[config.mk]
export PLATFORM = sky130hd
export DESIGN_NAME = contador_updown_param
export DESIGN_NICKNAME = d
export VERILOG_FILES = /design/src/rtl/contador_updown_param_pkg.sv /design/src/rtl/contador_updown_param_detector_flanco.sv /design/src/rtl/contador_updown_param.sv
export SDC_FILE = /design/constraint.sdc
export NUM_CORES = 1
export LEC_CHECK = 0
export CAP_MARGIN = 5
export CORE_MARGIN = 5
export CORE_UTILIZATION = 43
export CTS_BUF_LIST = sky130_fd_sc_hd__clkbuf_2 sky130_fd_sc_hd__clkbuf_4 sky130_fd_sc_hd__clkbuf_8
export DETAILED_ROUTE_END_ITERATION = 8
export PLACE_DENSITY = 0.85
export SETUP_SLACK_MARGIN = 0.15
export SLEW_MARGIN = 10
export SYNTH_ARGS = -nofsm -noshare
export SYNTH_HDL_FRONTEND = slang
export SYNTH_SLANG_ARGS = --single-unit
[constraint.sdc]
create_clock -name clk -period 1.8 [get_ports clk]
set_clock_uncertainty 0.05 [all_clocks]
set_input_delay 0.36 -clock clk [delete_from_list [all_inputs] [get_ports clk]]
set_output_delay 0.36 -clock clk [all_outputs]
set_load 0.03 [all_outputs]
[src/rtl/contador_updown_param_pkg.sv]
// Shared constants for the parametrised up/down counter: mode encodings and
// the helper that computes the default terminal count from the width.
package contador_updown_param_pkg;

    localparam logic MODE_WRAP = 1'b0;
    localparam logic MODE_SAT  = 1'b1;

    function automatic int default_max(input int width);
        return (1 << width) - 1;
    endfunction

endpackage

[src/rtl/contador_updown_param_detector_flanco.sv]
// Two-flop synchroniser followed by a delay flop; emits a one-clock pulse on
// each rising edge of an asynchronous input such as a board push-button.
module detector_flanco (
    input  logic clk,
    input  logic reset,
    input  logic i_in,
    output logic o_pulse
);

    logic r_s1;
    logic r_s2;
    logic r_s3;

    always_ff @(posedge clk or negedge reset) begin
        if (!reset) begin
            r_s1 <= 1'b0;
            r_s2 <= 1'b0;
            r_s3 <= 1'b0;
        end else begin
            r_s1 <= i_in;
            r_s2 <= r_s1;
            r_s3 <= r_s2;
        end
    end

    // r_s3 lags r_s2 by one clock, so a held input yields exactly one pulse.
    assign o_pulse = r_s2 & ~r_s3;

endmodule

[src/rtl/contador_updown_param.sv]
// Parametrised up/down modulo counter with load, enable, wrap/saturate mode and
// carry/borrow pulses for cascading; optional edge detection on up/down.
module contador_updown_param
    import contador_updown_param_pkg::*;
#(
    parameter int WIDTH     = 4,
    parameter int MAX       = default_max(WIDTH),
    parameter int EDGE_MODE = 1
) (
    input  logic             clk,
    input  logic             reset,
    input  logic             en,
    input  logic             up,
    input  logic             down,
    input  logic             load,
    input  logic [WIDTH-1:0] load_val,
    input  logic             mode,
    output logic [WIDTH-1:0] count,
    output logic             carry,
    output logic             borrow,
    output logic             at_max,
    output logic             at_min
);

    localparam logic [WIDTH-1:0] MAX_V = MAX[WIDTH-1:0];

    logic             w_step_up;
    logic             w_step_down;
    logic [WIDTH-1:0] w_next;
    logic             w_carry;
    logic             w_borrow;
    logic [WIDTH-1:0] r_count;
    logic             r_carry;
    logic             r_borrow;

    generate
        if (EDGE_MODE != 0) begin : g_edge
            detector_flanco u_det_up (
                .clk     (clk),
                .reset   (reset),
                .i_in    (up),
                .o_pulse (w_step_up)
            );
            detector_flanco u_det_down (
                .clk     (clk),
                .reset   (reset),
                .i_in    (down),
                .o_pulse (w_step_down)
            );
        end else begin : g_level
            assign w_step_up   = up;
            assign w_step_down = down;
        end
    endgenerate

    // Load beats stepping; a count above MAX is treated as terminal so a wrap
    // step recovers it to zero.
    always_comb begin
        w_next   = r_count;
        w_carry  = 1'b0;
        w_borrow = 1'b0;
        if (load) begin
            w_next = (load_val > MAX_V) ? MAX_V : load_val;
        end else if (en && (w_step_up != w_step_down)) begin
            if (w_step_up) begin
                if (r_count < MAX_V) begin
                    w_next = r_count + 1'b1;
                end else if (mode == MODE_WRAP) begin
                    w_next  = '0;
                    w_carry = 1'b1;
                end
            end else begin
                if (r_count != '0) begin
                    w_next = r_count - 1'b1;
                end else if (mode == MODE_WRAP) begin
                    w_next   = MAX_V;
                    w_borrow = 1'b1;
                end
            end
        end
    end

    always_ff @(posedge clk or negedge reset) begin
        if (!reset) begin
            r_count  <= '0;
            r_carry  <= 1'b0;
            r_borrow <= 1'b0;
        end else begin
            r_count  <= w_next;
            r_carry  <= w_carry;
            r_borrow <= w_borrow;
        end
    end

    assign count  = r_count;
    assign carry  = r_carry;
    assign borrow = r_borrow;
    assign at_max = (r_count == MAX_V);
    assign at_min = (r_count == '0);

endmodule

==> Word level (Yosys, flattened, before mapping) <==
Cells that the tools add are included.
{ "word_totals": {"regBits": 12, "input_bits": 11, "output_inout_bits": 8, "word_cells": 43} }
{ "op_classes": {"addsub": 2, "magnitude_cmp": 2, "eq_ne": 4, "n_mux": 17, "bitwise": 4, "n_reduce_logical": 5} }
{ "ops": {"columns": ["operator", "n"], "rows": [
  ["$mux 4", 8],
  ["$mux 1", 9],
  ["$add 4x1->4 const B", 1],
  ["$eq 4x4->1 const B", 1],
  ["$gt 4x4->1 const B", 1],
  ["$logic_not 4->1", 1],
  ["$lt 4x4->1 const B", 1],
  ["$ne 4x2->1 const B", 1],
  ["$ne 4x3->1 const B", 1],
  ["$reduce_bool 4->1", 1],
  ["$sub 4x1->4 const B", 1],
  ["$reduce_and 3->1", 1],
  ["$and 1x1->1", 2],
  ["$not 1->1", 2],
  ["$reduce_bool 2->1", 1],
  ["$logic_and 1x1->1", 1],
  ["$ne 1x1->1", 1]
]} }

==> Depth between registers and ports, before layout <==
Gate-level depths: netlist of the first run.
{ "logic_depth": {"word_depth": 6, "depth_mapped": 7, "mapped_depth_nobuf": 7} }

==> Modules after synthesis <==
A second synthesis of the first run with hierarchy kept.
{ "unflattened": {"cells_unflattened": 59, "area_unflattened_um2": 676.9} }
{ "by_module_without_submodules": {"columns": ["mod", "instances", "cells_each", "area_each_um2", "seq_area_each_um2"], "rows": [
  ["contador_updown_param", 1, 51, 499.2, 150.1],
  ["detector_flanco", 2, 4, 88.8, 75.1]
]} }

==> Least setup slack after synthesis of the first run <==
Ideal clock, no wire load.
{ "synth_timing": {"path_type": "register -> register", "from": "reg r_count[0], in the netlist count[0]", "to": "reg r_count[2], in the netlist count[2]", "setup_ns": 0.069, "arrival_time_ns": 1.930, "t_required_ns": 1.681, "slack_ns": -0.249, "stages_incl_launch_ff": 7, "path_buffers": 0, "synth_period_minus_slack_ns": 2.049, "cell_sequence": "dfrtp_1 ha_1 and3_1 nand3_2 nand4_4 or4_1 nand3_1"} }
{ "synth_between": {"elab_chain_len": 5, "elab_cells_between_ends": 12, "cone_classes": "add/sub (2); order compare (1); eq/ne (2); mux (5); reduce/logical (2)"} }
{ "synth_lines": {"columns": ["item", "line_no", "text"], "rows": [
  ["from (decl)", "contador_updown_param.sv:32", "logic [WIDTH-1:0] r_count;"],
  ["from (signal assigned)", "contador_updown_param.sv:89", "r_count <= w_next;"],
  ["$sub 4x1->4 (tied with other cells)", "contador_updown_param.sv:74", "w_next = r_count - 1'b1;"],
  ["$mux 4, on equally long branches", "contador_updown_param.sv:73, contador_updown_param.sv:66", null],
  ["$mux 4", "contador_updown_param.sv:65", "if (w_step_up) begin"],
  ["$mux 4", "contador_updown_param.sv:64", "end else if (en && (w_step_up != w_step_down)) begin"],
  ["$mux 4", "contador_updown_param.sv:62", "if (load) begin"]
]} }
Several ways; a longest one is shown, not always the timed one. The select of a mux whose other input is x is not followed.
A chain may end at the register's enable or synchronous reset.

==> Worst setup path in the final report of the first run <==
{ "layout_timing": {"from": "reg r_count[0], in the netlist count[0]", "to": "out at_max"} }
{ "layout_between": {"elab_chain_len": 1} }
{ "layout_lines": {"columns": ["item", "line_no", "text"], "rows": [
  ["$eq 4x4->1", "contador_updown_param.sv:98", "assign at_max = (r_count == MAX_V);"],
  ["to (decl)", "contador_updown_param.sv:21", "output logic at_max,"]
]} }
No other way between the ends.

==> flow_metrics.tcl, run 1 <==
set metrics [dict create \
    power.internal_mw 0.545 \
    synth_seq_cells 12 \
    dieHeight_um 48.6 \
    rsz0062_at_grt "yes" \
    drv_slew 0 \
    switchingPower_mw 0.248 \
    grt_max_degree 13 \
    critPathArrivalTime_ns 1.32 \
    fill_cells 120 \
    power.density_mw_per_mm2 801 \
    worstMarginPinSlew_ns 0.529 \
    synth_compound_area_frac 0.115 \
    initial_core_util 0.441 \
    p_leak_nw 0.443 \
    grt_pass1_wl_um 2640 \
    io_pins 19 \
    drive_above_1_share 0.352 \
    muxShareOfSynthArea 0.0469 \
    drt_pass1_iterations 3 \
    clkTransAtPathRegs_ns 0.08 \
    crit_fanout 3 \
    vias 568 \
    synth_xor_area_frac 0.0566 \
    cts_buffers 3 \
    antenna_found_initial 0 \
    nNetsFinal 105 \
    wl_um 1570 \
    startpoint_type "flop" \
    synth_cells 60 \
    overflow 0 \
    timing.rr.start "count[0]" \
    required_ns 1.39 \
    ys_types 28 \
    syn-cell-area_um2 641 \
    avgSynthCellArea_um2 10.7 \
    crit_path_end_kind "output pin" \
    n_antenna_cell 0 \
    pwr-share-clk 0.268 \
    sequentialPowerShare 0.396 \
    die_x_um 48.6 \
    worstSetupPathType "flop to output pin" \
    synthSimpleGateAreaFrac 0.250 \
    io_buffers 18 \
    tritoncts "done" \
    synth_ff_type "dfrtp_1" \
    finalSetupTns_ns 0 \
    p_sw_frac 0.313 \
    async_flop_share 1.00 \
    drcViolationCount 0 \
    gp_congestion 0.794 \
    clockBufferDepth 2 \
    pwr-share-comb 0.336 \
    ys_seq_area_frac 0.469 \
    grt_use_total 0.142 \
    worstRegToRegCells 7 \
    postSynthNetCount 73 \
    outcome "complete, no violations" \
    grt_pass1_vias 601 \
    relSlewSlack 0.646 \
    hold_class "flop to flop" \
    final_cell_mix "dfrtp_1 (10), clkdlybuf4s50_1 (10), buf_4 (9)" \
    report.final.hold_viol_count 0 \
    synthAdderAreaFrac 0.0391 \
    ir_drop_uv 529 \
    max_freq_ghz 0.579 \
    rows 14 \
    antenna_left 0 \
    routedWlPerCell_um 14.7 \
    die_area_mm2 0.00236 \
    fin_crit_sh 0.960 \
    cap_viol_max_count 0 \
    cts_sinks 12 \
    setup_viol 0 \
    dp_hpwl_um 1030 \
    worstSetupEndpoint "at_max" \
    drt-initial-drc-count 16 \
    final_core_util 0.682 \
    yosysWarnings 0 \
    htree_levels 1 \
    insertion_delay_ns 0.27 \
    fin_crit_ns 1.73 \
    root_buffer "clkbuf_4" \
    core_region_area_mm2 0.00145 \
    synth_top_family_by_area "simple AND/OR/NAND/NOR gates" \
    rr_endpoint "count[2]" \
    reg2reg_slack_ns 0.10 \
    startpoint "count[0]" \
    synth_edf_count 0 \
    syn_to_final_growth_pct 54.7 \
    vias_per_cell 5.31 \
]
-- synthesized netlist by cell type (2+ instances only) --
cell      n  area [um2]
dfrtp_1  12         300
inv_1     3        11.3
o21ai_1   2        10.0
nand3_1   2        10.0
nor2b_1   2        12.5
mux2i_1   3        30.0
or4_1     2        15.0
a21oi_1   3        15.0
nor2_1    5        18.8
nor3_1    2        10.0
nand2_1   6        22.5
ha_1      2        25.0
-- sequential cells by signal (all words and copies together), names as in the netlist --
| signal | cells |
|---|---|
| g_edge.u_det_up.r_s2 | 1 |
| g_edge.u_det_down.r_s2 | 1 |
| g_edge.u_det_up.r_s3 | 1 |
| carry | 1 |
| borrow | 1 |
| g_edge.u_det_down.r_s1 | 1 |
| g_edge.u_det_down.r_s3 | 1 |
| g_edge.u_det_up.r_s1 | 1 |
| count | 4 |
-- worst min-delay path by stage --
| stage | start | endpoint | slack, ns | cells past startpoint |
|---|---|---|---|---|
| after floorplan | reset | borrow | 0.01 | 0 |
| after global placement | g_edge.u_det_down.r_s1 | g_edge.u_det_down.r_s2 | 0.28 | 0 |
| after detailed placement | g_edge.u_det_down.r_s1 | g_edge.u_det_down.r_s2 | 0.30 | 0 |
| after CTS | g_edge.u_det_up.r_s1 | g_edge.u_det_up.r_s2 | 0.31 | 0 |
| after global routing | g_edge.u_det_up.r_s1 | g_edge.u_det_up.r_s2 | 0.33 | 0 |
| final | g_edge.u_det_up.r_s1 | g_edge.u_det_up.r_s2 | 0.30 | 0 |
-- logic make-up after synthesis --
logic type / Yosys count
xor gates and xnor gates: 2
DFF: 12
AOI/OAI and AO/OA: 11
buffers and inverters: 4
and+or+nand+nor: 26
muxes: 3
adders and majority gates: 2
-- layout make-up --
type	instances	area, um2	share of cell area
Clock buffer	4	36.3	0.0366
Multi-Input combinational cell	44	363	0.366
Tap cell	16	20.0	0.0202
Sequential cell	12	303	0.306
Timing Repair Buffer	28	255	0.258
Inverter	3	13.8	0.0139
-- critical path, stage by stage, from the launching register on --
cell,delay (ns)
dfrtp_2,0.43
buf_12,0.14
ha_4,0.15
and3_4,0.19
buf_6,0.14
-- what timing repair did --
item                       in CTS  in global routing
hold buffers                    0                  0
setup endpoints to repair      10                  8
setup buffers                   8                  1
pin swaps                       1                  0
gates resized for setup        14                  5
-- through the flow --
step                worst slack [ns]  hold WS [ns]  power (mW)  area [um2]  instances
finish                        0.0715         0.300       0.794         991        107
global placement              0.0847         0.282       0.527         861         94
floorplan                      0.121        0.0144       0.449         662         60
global route                  0.0334         0.328       0.843         991        107
detailed placement            0.0308         0.295       0.531         861         94
CTS                           0.0645         0.306       0.791         986        106
-- routing by layer --
metal | up-vias | part of all wire | GRT usage
met2 | 15 | 0.50 | 0.246
met3 | 4 | 0.064 | 0.0276
li1 | 273 | - | -
met4 | 0 | 0.014 | 0.0762
met1 | 276 | 0.42 | 0.163
met5 | - | 0 | 0
-- power groups by stage --
stage | logic [mW] | clock network (mW) | registers [mW]
final | 0.267 | 0.213 | 0.315
after global routing | 0.287 | 0.238 | 0.318
after CTS | 0.254 | 0.225 | 0.313
after detailed placement | 0.208 | 0 | 0.323
after global placement | 0.205 | 0 | 0.322
after floorplan | 0.106 | 0 | 0.343
Power figures use the tool's default switching activity.
==> run 2: changes to the inputs <==
--- a/constraint.sdc
+++ b/constraint.sdc
@@ -3,3 +3,3 @@
 set_input_delay 0.36 -clock clk [delete_from_list [all_inputs] [get_ports clk]]
 set_output_delay 0.36 -clock clk [all_outputs]
-set_load 0.03 [all_outputs]
+set_load 0.01 [all_outputs]
==> run 2 against run 1 <==
Effect of this change:
- utilization grew 1.8 points
- power shrank 1.2%
- sequential share of layout area is 0.79 points lower
- flip-flop and latch count stayed put
- sequential power shrank 2%
- design area grew 2.7%
- combinational power decreased by 3%
- wire length up 9.5%
- largest cell class unchanged
==> flow_metrics.tcl, run 2 (synthesized netlist as in run 1, its figures left out) <==
set metrics [dict create \
    grt_use_total 0.139 \
    grt_pass1_wl_um 2570 \
    nNetsFinal 108 \
    multi_input_area_um2 380 \
    root_buffer "clkbuf_4" \
    fill_cells 105 \
    vias_per_cell 5.53 \
    crit_path_end_kind "flop" \
    fin_cells 110 \
    largest_register_ffs 4 \
    finalInstanceArea_mm2 0.00102 \
    layout_commonest_cell "buf_4" \
    n_antenna_cell 0 \
    finalHoldWorstSlack_ns 0.302 \
    rsz0062_at_grt "yes" \
    place_area_um2 895 \
    finalSetupTns_ns 0 \
    crit_fanout 4 \
    routedWlPerCell_um 15.6 \
    ff_latch_area_um2 303 \
    rows 14 \
    insertion_delay_ns 0.27 \
    io_pins 19 \
    fin_total_pwr_mw 0.785 \
    setup_slack_ns 0.0715 \
    required_ns 1.94 \
    io_buffers 18 \
    antenna_found_initial 0 \
    drt-initial-drc-count 22 \
    place_ws_ns 0.0187 \
    antenna_left 0 \
    drt_pass1_iterations 4 \
    outcome "complete, no violations" \
    critPathArrivalTime_ns 1.86 \
    worstMarginPinSlew_ns 0.518 \
    p_leak_nw 0.455 \
    max_freq_ghz 0.579 \
    die_x_um 48.6 \
    cap_viol_max_count 0 \
    cts_sinks 12 \
    worstSetupPathType "flop to flop" \
    dp_hpwl_um 1130 \
    reg2reg_slack_ns 0.07 \
    setup_viol 0 \
    core_region_area_mm2 0.00145 \
    relSlewSlack 0.654 \
    tritoncts "done" \
    overflow 0 \
    dieHeight_um 48.6 \
    startpoint_type "flop" \
    fin_crit_ns 1.73 \
    fin_crit_sh 0.960 \
    clkTransAtPathRegs_ns 0.08 \
    vias 608 \
    die_area_mm2 0.00236 \
    ctsHoldBuffers 0 \
    cts_buffers 3 \
    drive_above_1_share 0.372 \
    initial_core_util 0.441 \
    placed_cells 98 \
    final_cell_mix "buf_4 (13), clkdlybuf4s50_1 (12), dfrtp_1 (10)" \
    drv_slew 0 \
    grt_max_degree 13 \
    wl_um 1720 \
    syn_to_final_growth_pct 58.8 \
    hold_class "flop to flop" \
    final_core_util 0.700 \
    clockBufferDepth 2 \
    drcViolationCount 0 \
    report.final.hold_viol_count 0 \
    power.density_mw_per_mm2 771 \
    gp_congestion 0.861 \
    grt_pass1_vias 578 \
    htree_levels 1 \
    ir_drop_uv 499 \
]
==> run 2: cell count changes in the layout (fill, tap and decap cells not counted), sizes merged <==
cell and change:
buf +3, clkdlybuf4s50 +2, clkbuf -2, dlygate4sd2 -1, dlymetal6s2s +1
==> run 2: timing repair <==
| item | CTS | global route |
|---|---|---|
| gates resized for setup | 12 | 9 |
| setup buffers | 4 | 4 |
| setup endpoints to repair | 8 | 6 |
| pin swaps | 3 | 2 |
==> run 2: cell type report <==
| cell class | instances | area share |
|---|---|---|
| clock buffer | 4 | 0.0357 |
| sequential | 12 | 0.298 |
| multi-input combinational | 44 | 0.374 |
| timing repair buffer | 31 | 0.262 |
| inverter | 3 | 0.0111 |
| tap | 16 | 0.0197 |
==> run 2: per-layer routing <==
| layer | wire [um] | GRT usage | part of all wire |
|---|---|---|---|
| met1 | 701 | 0.162 | 0.41 |
| met2 | 878 | 0.243 | 0.51 |
| met3 | 112 | 0.0429 | 0.065 |
| met4 | 28 | 0.0404 | 0.016 |
| met5 | 0 | 0 | 0 |
==> run 2: worst paths after layout <==
check / start / end / cells past startpoint
max reg2reg: count[2] / count[3] / 6
min: g_edge.u_det_down.r_s1 / g_edge.u_det_down.r_s2 / 0
max in group asynchronous: reset / count[1] / 1
min reg2reg: g_edge.u_det_down.r_s1 / g_edge.u_det_down.r_s2 / 0
min in group asynchronous: reset / count[3] / 1
max: count[2] / count[3] / 6
==> run 2: critical path, cell delays in order, from the launching register on <==
cell and delay (ns):
dfrtp_1 0.44, buf_4 0.16, inv_1 0.06, or4_1 0.50, a21oi_2 0.19, nor3_2 0.07, o31ai_2 0.17
==> run 2: where the power goes <==
| part | switching [mW] | total, mW | internal, mW | leakage, nW |
|---|---|---|---|---|
| sequential | 0.0207 | 0.310 | 0.290 | 0.143 |
| clock | 0.0920 | 0.215 | 0.123 | 0.0210 |
| combinational | 0.123 | 0.260 | 0.137 | 0.291 |
| total | 0.236 | 0.785 | 0.549 | 0.455 |
==> run 3: changes to the inputs <==
CORE_ASPECT_RATIO = 1.25   (was not set)
CORE_UTILIZATION = 35   (was 43)
PLACE_DENSITY = 0.73   (was 0.85)
==> run 3 against run 2 <==
Effect of this change:
- sequential share of layout area is 0.54 points lower
- worst hold slack worse by 0.0040 ns
- clock-buffer cell count stayed put
- utilization is 11 points lower
- non-clock buffer count is 3 higher
- largest cell class unchanged
==> flow_metrics.tcl, run 3 (synthesized netlist as in run 1, its figures left out) <==
set metrics [dict create \
    worstMarginPinSlew_ns 0.547 \
    outcome "complete, no violations" \
    root_buffer "clkbuf_4" \
    crit_path_end_kind "output pin" \
    final_cell_mix "buf_4 (13), clkdlybuf4s50_1 (12), dfrtp_1 (10)" \
    cpMostUsedCell "buf_6" \
    cpPeakStageDelay_ns 0.44 \
    reg2reg_slack_ns 0.13 \
    cts_sinks 12 \
    rows 17 \
    overflow 0 \
    cp_cell_sequence "buf_6 -> inv_4 -> ha_4 -> and2_4 -> buf_6" \
    grt_max_degree 13 \
    grt_pass1_vias 673 \
    p_leak_nw 0.460 \
    nNetsFinal 111 \
    max_freq_ghz 0.597 \
    worstSetupPathType "flop to output pin" \
    ir_drop_uv 540 \
    grt_pass1_wl_um 2710 \
    insertion_delay_ns 0.28 \
    layout_commonest_cell "buf_4" \
    fin_crit_ns 1.68 \
    dp_hpwl_um 1120 \
    fin_crit_sh 0.931 \
    cts_buffers 3 \
    drt_pass1_iterations 4 \
    crit_fanout 3 \
    initial_core_util 0.363 \
    gp_congestion 0.824 \
    largest_register_ffs 4 \
    startpoint_type "flop" \
    vias_per_cell 4.96 \
    report.final.hold_viol_count 0 \
    htree_levels 1 \
    clkTransAtPathRegs_ns 0.08 \
    drcViolationCount 0 \
    core_region_area_mm2 0.00177 \
    placed_cells 105 \
    io_buffers 18 \
    rsz0062_at_grt "yes" \
    vias 575 \
    fin_cells 116 \
    path_buf_inv 3 \
    cap_viol_max_count 0 \
    routedWlPerCell_um 13.1 \
    required_ns 1.39 \
    antenna_found_initial 0 \
    fin_total_pwr_mw 0.795 \
    n_antenna_cell 0 \
    die_x_um 48.3 \
    io_pins 19 \
    critPathSlowestCell "dfrtp_2" \
    drt-initial-drc-count 7 \
    syn_to_final_growth_pct 61.7 \
    finalSetupTns_ns 0 \
    drive_above_1_share 0.381 \
    final_core_util 0.587 \
    drv_slew 0 \
    setup_viol 0 \
    antenna_left 0 \
    tritoncts "done" \
    fill_cells 151 \
    critPathArrivalTime_ns 1.27 \
    cp_top_family "flip-flops" \
    die_area_mm2 0.00279 \
    clockBufferDepth 2 \
    relSlewSlack 0.634 \
    grt_use_total 0.134 \
    dieHeight_um 57.8 \
    power.density_mw_per_mm2 767 \
    hold_class "flop to flop" \
    wl_um 1520 \
    finalHoldWorstSlack_ns 0.298 \
]
## run 3: cell types whose count changed in the layout (fill, tap and decap cells not counted), sizes merged
cell / change
buf: +3
dlymetal6s2s: -1
clkbuf: +2
dlygate4sd2: -1
## run 3: power breakdown
part | total [mW] | internal (mW) | switching (mW)
combinational | 0.270 | 0.152 | 0.118
sequential | 0.304 | 0.290 | 0.0143
clock | 0.221 | 0.123 | 0.0976
total | 0.795 | 0.564 | 0.230
## run 3: metrics by stage
stage               area, um2  worst slack (ns)
floorplan                 661             0.188
global placement          928            0.0416
detailed placement        928            0.0356
CTS                      1030             0.112
global route             1040            0.0482
finish                   1040             0.125
## run 3: repair_timing
item / in CTS / in global routing
gates resized for setup: 24 / 3
setup buffers: 6 / 1
pin swaps: 6 / 3
cloned: 0 / 0
setup endpoints to repair: 8 / 7
hold buffers: 0 / 0
## run 3: routing by layer
| metal | part of all wire | track usage | wire length, um | up-vias |
|---|---|---|---|---|
| met5 | 0 | 0 | 0 | - |
| met3 | 0.066 | 0.0311 | 101 | 2 |
| li1 | - | - | - | 286 |
| met4 | 0.0092 | 0.0846 | 14 | 0 |
| met1 | 0.40 | 0.151 | 614 | 273 |
| met2 | 0.52 | 0.216 | 790 | 14 |
## run 3: path summary, 6_finish.rpt
path | depth (start not counted) | end | start
setup / recovery | 5 | at_min | count[1]
hold / removal | 0 | g_edge.u_det_up.r_s2 | g_edge.u_det_up.r_s1
setup reg to reg | 8 | count[2] | count[1]
hold reg to reg | 0 | g_edge.u_det_up.r_s2 | g_edge.u_det_up.r_s1
max in group asynchronous | 1 | count[0] | reset
min in group asynchronous | 1 | count[3] | reset
## run 3: area by class of cell
cell class | instances | area [um2] | share of cell area
flip-flops and latches | 12 | 303 | 0.292
inverters | 3 | 13.8 | 0.0133
multi-input cells | 44 | 358 | 0.345
well taps | 19 | 23.8 | 0.0229
clock buffers | 4 | 36.3 | 0.0350
repair buffers | 34 | 302 | 0.291
